$ cat src/rtl/ram_block_mover_pkg.sv
// Shared definitions for the RAM block mover: FSM encoding and width helpers.
package ram_block_mover_pkg;

  typedef enum logic [1:0] {
    ST_IDLE  = 2'd0,
    ST_READ  = 2'd1,
    ST_WRITE = 2'd2,
    ST_FIN   = 2'd3
  } state_e;

  localparam int DATA_W = 32;

  // Word counter must hold 0..D inclusive.
  function automatic int len_w(input int aw);
    return aw + 1;
  endfunction

  // Range sums (addr + length) need one more bit than the counter.
  function automatic int sum_w(input int aw);
    return aw + 2;
  endfunction

endpackage

$ cat src/rtl/ram_block_mover_ptr.sv
// Loadable up/down address pointer; one instance each for source and destination.
module ram_block_mover_ptr
  import ram_block_mover_pkg::*;
#(
  parameter int W = 10
) (
  input  logic         clk,
  input  logic         reset,
  input  logic         load,
  input  logic [W-1:0] load_val,
  input  logic         step,
  input  logic         down,
  output logic [W-1:0] ptr_q,
  output logic [W-1:0] ptr_d
);

  // Next pointer: load wins over step; step direction chosen by down.
  always_comb begin
    ptr_d = ptr_q;
    if (load)
      ptr_d = load_val;
    else if (step)
      ptr_d = down ? (ptr_q - W'(1)) : (ptr_q + W'(1));
  end

  // Pointer register.
  always_ff @(posedge clk) begin
    if (reset) ptr_q <= '0;
    else       ptr_q <= ptr_d;
  end

endmodule

$ cat src/rtl/ram_block_mover.sv
// Copies a block of words inside a single-port sync RAM with memmove semantics.
// Two cycles per word (READ then WRITE); direction chosen at start so that
// overlapping regions are copied without clobbering unread source words.
module ram_block_mover
  import ram_block_mover_pkg::*;
#(
  parameter int ADDR_WIDTH = 10
) (
  input  logic                  clk,
  input  logic                  reset,
  input  logic                  start,
  input  logic [ADDR_WIDTH-1:0] src_addr,
  input  logic [ADDR_WIDTH-1:0] dst_addr,
  input  logic [ADDR_WIDTH:0]   length,
  output logic                  busy,
  output logic                  done,
  output logic                  error,
  output logic [ADDR_WIDTH-1:0] ram_addr,
  output logic [DATA_W-1:0]     ram_din,
  output logic                  ram_write_en,
  output logic                  ram_read,
  input  logic [DATA_W-1:0]     ram_dout
);

  localparam int LEN_W = len_w(ADDR_WIDTH);
  localparam int SUM_W = sum_w(ADDR_WIDTH);
  localparam logic [SUM_W-1:0] DEPTH = SUM_W'(1) << ADDR_WIDTH;

  state_e                  state_q, state_d;
  logic                    dir_down_q, dir_down_d;
  logic [LEN_W-1:0]        rem_q, rem_d;
  logic [DATA_W-1:0]       data_q, data_d;
  logic                    busy_q, busy_d;
  logic                    done_q, done_d;
  logic                    error_q, error_d;
  logic [ADDR_WIDTH-1:0]   ram_addr_q, ram_addr_d;
  logic [DATA_W-1:0]       ram_din_q, ram_din_d;
  logic                    ram_we_q, ram_we_d;
  logic                    ram_rd_q, ram_rd_d;

  logic [SUM_W-1:0]        src_end, dst_end;
  logic                    len_zero, range_bad, idle_req, accept, reject, desc;
  logic [ADDR_WIDTH-1:0]   src_load, dst_load;
  logic [ADDR_WIDTH-1:0]   src_ptr_q, src_ptr_d, dst_ptr_q, dst_ptr_d;
  logic                    ptr_step;

  // Request validation; sums are wide enough that addr+length never wraps.
  always_comb begin
    src_end   = SUM_W'(src_addr) + SUM_W'(length);
    dst_end   = SUM_W'(dst_addr) + SUM_W'(length);
    len_zero  = (length == '0);
    range_bad = (src_end > DEPTH) || (dst_end > DEPTH);
    idle_req  = (state_q == ST_IDLE) && start;
    accept    = idle_req && !len_zero && !range_bad;
    reject    = idle_req && !len_zero && range_bad;
    desc      = (dst_addr > src_addr);
    src_load  = desc ? (src_addr + ADDR_WIDTH'(length - LEN_W'(1))) : src_addr;
    dst_load  = desc ? (dst_addr + ADDR_WIDTH'(length - LEN_W'(1))) : dst_addr;
    ptr_step  = (state_q == ST_WRITE);
  end

  ram_block_mover_ptr #(.W(ADDR_WIDTH)) u_src_ptr (
    .clk      (clk),
    .reset    (reset),
    .load     (accept),
    .load_val (src_load),
    .step     (ptr_step),
    .down     (dir_down_q),
    .ptr_q    (src_ptr_q),
    .ptr_d    (src_ptr_d)
  );

  ram_block_mover_ptr #(.W(ADDR_WIDTH)) u_dst_ptr (
    .clk      (clk),
    .reset    (reset),
    .load     (accept),
    .load_val (dst_load),
    .step     (ptr_step),
    .down     (dir_down_q),
    .ptr_q    (dst_ptr_q),
    .ptr_d    (dst_ptr_d)
  );

  // State register.
  always_ff @(posedge clk) begin
    if (reset) state_q <= ST_IDLE;
    else       state_q <= state_d;
  end

  // Next-state logic: READ/WRITE alternate until the last word is written.
  always_comb begin
    state_d = state_q;
    case (state_q)
      ST_IDLE:  if (idle_req && len_zero) state_d = ST_FIN;
                else if (accept)          state_d = ST_READ;
      ST_READ:  state_d = ST_WRITE;
      ST_WRITE: state_d = (rem_q == LEN_W'(1)) ? ST_FIN : ST_READ;
      ST_FIN:   state_d = ST_IDLE;
      default:  state_d = ST_IDLE;
    endcase
  end

  // Datapath next values: direction latch, word counter, read-data capture.
  always_comb begin
    dir_down_d = accept ? desc : dir_down_q;
    rem_d      = rem_q;
    if (accept)                   rem_d = length;
    else if (state_q == ST_WRITE) rem_d = rem_q - LEN_W'(1);
    // RAM data is only valid while ram_read is high, i.e. in READ.
    data_d     = (state_q == ST_READ) ? ram_dout : data_q;
  end

  // Output logic: registered from the state being entered so outputs are Moore.
  always_comb begin
    busy_d     = (state_d == ST_READ) || (state_d == ST_WRITE);
    done_d     = (state_d == ST_FIN);
    error_d    = reject;
    ram_rd_d   = (state_d == ST_READ);
    ram_we_d   = (state_d == ST_WRITE);
    ram_addr_d = ram_addr_q;
    ram_din_d  = ram_din_q;
    if (state_d == ST_READ)  ram_addr_d = src_ptr_d;
    if (state_d == ST_WRITE) begin
      ram_addr_d = dst_ptr_d;
      ram_din_d  = data_d;
    end
  end

  // Datapath and output registers.
  always_ff @(posedge clk) begin
    if (reset) begin
      dir_down_q <= 1'b0;
      rem_q      <= '0;
      data_q     <= '0;
      busy_q     <= 1'b0;
      done_q     <= 1'b0;
      error_q    <= 1'b0;
      ram_addr_q <= '0;
      ram_din_q  <= '0;
      ram_we_q   <= 1'b0;
      ram_rd_q   <= 1'b0;
    end else begin
      dir_down_q <= dir_down_d;
      rem_q      <= rem_d;
      data_q     <= data_d;
      busy_q     <= busy_d;
      done_q     <= done_d;
      error_q    <= error_d;
      ram_addr_q <= ram_addr_d;
      ram_din_q  <= ram_din_d;
      ram_we_q   <= ram_we_d;
      ram_rd_q   <= ram_rd_d;
    end
  end

  assign busy         = busy_q;
  assign done         = done_q;
  assign error        = error_q;
  assign ram_addr     = ram_addr_q;
  assign ram_din      = ram_din_q;
  assign ram_write_en = ram_we_q;
  assign ram_read     = ram_rd_q;

endmodule

$ cat config.mk
export PLATFORM = sky130hd
export DESIGN_NAME = ram_block_mover
export DESIGN_NICKNAME = d
export VERILOG_FILES = /design/src/rtl/ram_block_mover_pkg.sv /design/src/rtl/ram_block_mover_ptr.sv /design/src/rtl/ram_block_mover.sv
export SDC_FILE = /design/constraint.sdc
export NUM_CORES = 1
export LEC_CHECK = 0
export BUFFER_PORTS_ARGS = -buffer_cell sky130_fd_sc_hd__buf_2
export CAP_MARGIN = 20
export CORE_MARGIN = 4
export CORE_UTILIZATION = 50
export CTS_CLUSTER_DIAMETER = 40
export DETAILED_ROUTE_END_ITERATION = 10
export HOLD_SLACK_MARGIN = 0.08
export PLACE_DENSITY = 0.72
export SYNTH_ARGS = -nofsm -noshare
export SYNTH_HDL_FRONTEND = slang
export SYNTH_HIERARCHICAL = 1
export SYNTH_SLANG_ARGS = --single-unit
$ cat constraint.sdc
create_clock -name clk -period 7.4 [get_ports clk]
set_input_delay 2.22 -clock clk [delete_from_list [all_inputs] [get_ports clk]]
set_output_delay 2.22 -clock clk [all_outputs]
set_load 0.02 [all_outputs]
# == Word level (Yosys, flattened, before mapping) ==
# Index checks and enable logic that the tools add are counted.
# totals
in_bits,66
word_cells,63
out_inout_bits,47
reg_bits,113
# classes
add_sub_neg,10
n_lt_le_gt_ge,3
n_reduce_logical,13
mux,17
n_eq_ne,7
# op_table
operator,count
$mux W10,10
$mux W32,1
$sub A10 B1 Y10 const B,3
$add A10 B11 Y12,2
$gt A12 B11 Y1 const B,2
$mux W11,2
$add A10 B1 Y10 const B,2
$add A10 B10 Y10,2
$eq A11 B1 Y1 const B,1
$logic_not A11 Y1,1
$sub A11 B1 Y11 const B,1
$gt A10 B10 Y1,1
$eq A2 B2 Y1 const B,4
$pmux W2 S4,1
$mux W2,3
$logic_and A1 B1 Y1,5
$eq A2 B1 Y1 const B,2
$reduce_bool A2 Y1,2
$logic_not A1 Y1,2
$logic_not A2 Y1,1
$logic_or A1 B1 Y1,2

# == Logic depth before layout (Yosys ltp) ==
# logic_depth
ltp_word,11
mapped_depth,20

# == By module ==
# Netlist, hierarchy kept.
# modules_own_cells
mod,area_each_um2,seq_area_each_um2,cells_per_inst,n_inst
ram_block_mover,4921.0,1221.2,627,1
ram_block_mover_ptr,913.4,200.2,117,2

# == Worst setup path before layout ==
# OpenSTA, ideal clock, no wires.
# synth_timing
path_kind,in2reg
startpoint,input port src_addr[0]
endpoint,register ram_addr_q[7] (netlist: ram_addr[7])
path_slack_ns,1.753
t_arrival_ns,5.519
t_required_ns,7.272
path_stages,20
setup_time_ns,0.128
path_buffers,2
path_cell_list,ha_1 > inv_1 > fa_1 > and2b_1 > o21ai_0 > a2111oi_0 > nand4_1 > o311ai_2 > and3_1 > nand2_2 > buf_6 > inv_1 > clkbuf_1 > nor2_1 > a22oi_1 > nand2_1 > nand2_1 > a21oi_1 > a21oi_1 > nor2_1
# synth_lines
element,line,rtl
start: declaration,ram_block_mover.sv:12,"input logic [ADDR_WIDTH-1:0] src_addr,"
$add A10 B11 Y12,ram_block_mover.sv:49,src_end = SUM_W'(src_addr) + SUM_W'(length);
$gt A12 B11 Y1,ram_block_mover.sv:52,range_bad = (src_end > DEPTH) || (dst_end > DEPTH);
$logic_or A1 B1 Y1,ram_block_mover.sv:52,
$logic_not A1 Y1,ram_block_mover.sv:54,accept = idle_req && !len_zero && !range_bad;
$logic_and A1 B1 Y1,ram_block_mover.sv:54,
net accept,ram_block_mover.sv:42,"logic len_zero, range_bad, idle_req, accept, reject, desc;"
$mux W10,ram_block_mover_ptr.sv:20,if (load)
net src_ptr_d[7],ram_block_mover.sv:44,"logic [ADDR_WIDTH-1:0] src_ptr_q, src_ptr_d, dst_ptr_q, dst_ptr_d;"
$mux W10,ram_block_mover.sv:122,if (state_d == ST_READ) ram_addr_d = src_ptr_d;
$mux W10,ram_block_mover.sv:123,if (state_d == ST_WRITE) begin
end signal: assignment,ram_block_mover.sv:149,ram_addr_q <= ram_addr_d;
end: declaration,ram_block_mover.sv:36,"logic [ADDR_WIDTH-1:0] ram_addr_q, ram_addr_d;"
# The timed path passes the listed nets, and every way through them passes these cells. The select of a mux whose other input is x is not followed.
# A chain may end at the register's enable or synchronous reset.

# == Final worst setup path ==
# layout_timing
startpoint,input port length[0]
endpoint,register ram_addr_q[8] (netlist: ram_addr[8])
# layout_lines
element,line,rtl
start: declaration,ram_block_mover.sv:14,"input logic [ADDR_WIDTH:0] length,"
$add A10 B11 Y12 (on tied branches),"ram_block_mover.sv:49, ram_block_mover.sv:50",
$gt A12 B11 Y1,ram_block_mover.sv:52,
$logic_or A1 B1 Y1,ram_block_mover.sv:52,
$logic_not A1 Y1,ram_block_mover.sv:54,
$logic_and A1 B1 Y1 *,ram_block_mover.sv:54,
net accept,ram_block_mover.sv:42,
$mux W10 *,ram_block_mover_ptr.sv:20,
net src_ptr_d[8],ram_block_mover.sv:44,
$mux W10 *,ram_block_mover.sv:122,
$mux W10 *,ram_block_mover.sv:123,
# The timed path passes the listed nets; every way through them passes the cells marked *. The select of a mux whose other input is x is not followed.

==> results.md <==
- Status: complete, no violations
- Fin util: 58.2%
- Initial antenna violation count: 0
- Post-synth EDFFs: 0
- Max Slew Vio Count: 0
- Overflow after GRT: 0
- VDD IR max: 0.000104 V
- Reg2reg path depth: 10
- Critical Path RT: 7.67 ns
- Final setup vio count: 0
- Maximum fanout along the worst path: 48
- Cell Rows: 42
- Clock transition at path regs: 0.06 ns
- RSZ-0062 raised after global routing: false
- Rel. slew slack: 37.0%
- Post-Route Skew: 0.00740 ns
- Maxcap violations: 0
- Cts bufs inserted: 9
- Synth Cell Area: 0.00675 sq mm
- Synth unique cells: 72
- Top_reg_cell synth: dfxtp_1
- Synth top area cells: dfxtp_1 24%, ha_1 13%, nand2_1 8.1%, a21oi_1 7.1%, xnor2_1 4.5%
- Pre-CTS setup slack: 1.16 ns
- Leakage power: 3.33 nW
- Port bufs: 112
- Post-route ant nets: 0
- Flops & latches, synth: 81
- DRC Markers: 0
- Cts repair resizes: 0
- CTS max path bufs: 2
- Seq/Total Area, Yosys: 24.0%
- Top cells by count, synth: 146 x nand2_1, 96 x a21oi_1, 81 x dfxtp_1
- Htree depth: 3
- Die height: 124 um
- Crit Path Class: primary input to flip-flop
- Arr. time, crit path: 6.22 ns
- First drt pass iteration count: 5
- Post-CTS Hold Buffers: 0
- Syn Area/Cell: 7.84 sq um
- Core area: 0.0132 sq mm
- DRT Wirelength: 18200 um
- Gpl congestion: 0.940
- Vias: 6452
- Setup_tns: 0 ns
- Layout cells sized above 1: 19.4%
- Post-DP HPWL: 13900 um
- Post-Synthesis Cells: 861
- Vias per cell: 5.69
- CP Launch Type: primary input
- IO Count: 113
- DR WL/cell: 16.1 um
- ANT cells: 0
- Slew @ Worst Pin: 0.946 ns
- Final WS setup: 1.45 ns
- Tot GR Track Use: 23.9%
- Worst R2R Setup Slack: 4.25 ns
- Setup crit end kind: flip-flop
- RR Endpoint: ram_addr[0]
- Critical Path Source: length[0]
- Fin. Hold Viols: 0
- Fill cells: 1288
- Post-synth top area share: 24.0%
- Die ar.: 0.0154 sq mm
- Root Buffer Master: clkbuf_16
- FMAX: 0.168 GHz
- Power per cell area: 170 mW/mm^2
- Final Critical Period: 5.95 ns
- Period utilization: 80.4%
- Drt first-iter violations: 383
- First-pass GRT wire length: 29200 um
- Nets@finish: 1092
- Vias in the first global route: 5938
- HP Class: flip-flop to flip-flop
- CP endpoint: ram_addr[8]
- P&R area growth vs syn: 14.3%
- Async set-or-reset flop fraction in the synthesized netlist: 0%
- Largest net degree at the start of global routing: 81
- Synth area leader: dfxtp_1
- Net Count, Synth: 1001
- Most numerous cell in the Yosys netlist: nand2_1
- CTS tree: yes
- Clk_lat worst skew: 0.34 ns
- FF-to-FF Start: state_q[1]
- Initial Util: 51.0%
- YS warnings: 6
- Post-CTS setup buffers: 0
- Clock Sinks: 81
- Die width: 124 um
-- worst min path at each step --
stage                        endpoint   startpoint  slack [ns]  cells past startpoint
final                     ram_din[26]  ram_din[26]        0.45                      2
after global routing      ram_din[18]  ram_din[18]        0.47                      2
after CTS                  ram_din[4]   ram_din[4]        0.45                      2
after detailed placement   ram_din[4]   ram_din[4]        0.44                      2
after global placement    ram_din[11]  ram_din[11]        0.44                      2
after floorplan           ram_din[29]  ram_din[29]        0.53                      2
-- registers in the layout (all words and copies together) (netlist names) --
register         count
ram_read             1
busy                 1
rem_q               11
ram_addr            10
ram_din             32
dir_down_q           1
error                1
u_dst_ptr/ptr_q     10
u_src_ptr/ptr_q     10
ram_write_en         1
state_q              2
done                 1
-- layout make-up --
class	count	area [sq um]	share of cell area [%]
clock buffer	10	239	3.10
clock inverter	6	50.0	0.649
inverter	36	135	1.75
multi-input combinational	705	4830	62.7
sequential	81	1620	21.0
tap	176	220	2.85
timing repair buffer	119	613	7.95
-- power by group --
part | internal, mW | switching [mW] | leakage (nW)
logic | 0.168 | 0.245 | 2.54
registers | 0.458 | 0.0142 | 0.656
clock network | 0.240 | 0.188 | 0.136
total | 0.865 | 0.448 | 3.33
-- critical path, stage by stage --
cell	delay, ns
buf_2	0.14
ha_1	0.20
inv_1	0.07
fa_1	0.40
and2b_1	0.27
o21ai_0	0.09
a2111oi_0	0.41
nand4_1	0.21
o311ai_2	0.39
and3_1	0.27
nand2_2	0.23
inv_1	0.10
buf_4	0.39
nor2b_1	0.14
nand2_1	0.09
mux2i_1	0.09
nor2_1	0.11
nand2_1	0.06
a21oi_1	0.16
a21oi_1	0.06
nor2_1	0.12
-- cell families after synthesis --
| group | count (synthesis) | share of synthesized area, % |
|---|---|---|
| XOR/XNOR | 52 | 6.75 |
| buffers and inverters | 75 | 4.45 |
| AND/OR/NAND/NOR | 310 | 22.1 |
| adder cells (fa/ha/maj) | 74 | 14.4 |
| AO/OA/AOI/OAI | 242 | 24.0 |
| flip-flops | 81 | 24.0 |
| multiplexers | 27 | 4.28 |
-- layout by cell type, fill, tap and decap left out, drive strengths merged, types with 7 or more instances in the layout --
cell,n
a211oi,19
a21o,23
a21oi,96
buf,119
clkbuf,10
dfxtp,81
ha,68
inv,38
mux2,9
mux2i,18
nand2,147
nand2b,9
nand3,8
nor2,60
nor2b,23
nor3,24
nor4,9
o211ai,7
o21ai,43
xnor2,35
xor2,17
-- metrics by stage --
step           cells  power (mW)  hold WS, ns  area (sq um)
2_1_floorplan    861       0.784        0.531          6750
3_3_place_gp    1117       0.885        0.439          7420
3_5_place_dp    1117       0.890        0.443          7420
4_1_cts         1133        1.32        0.451          7710
5_1_grt         1133        1.39        0.469          7710
6_report        1133        1.31        0.452          7710
-- metal layers --
layer	global-route usage [%]	vias up	share of wire, %
met4	8.69	0	3.2
li1	-	3255	-
met5	0	-	0
met3	3.86	44	4.2
met2	39.9	149	48
met1	31.1	3004	44
Power figures use the tool's default switching activity.
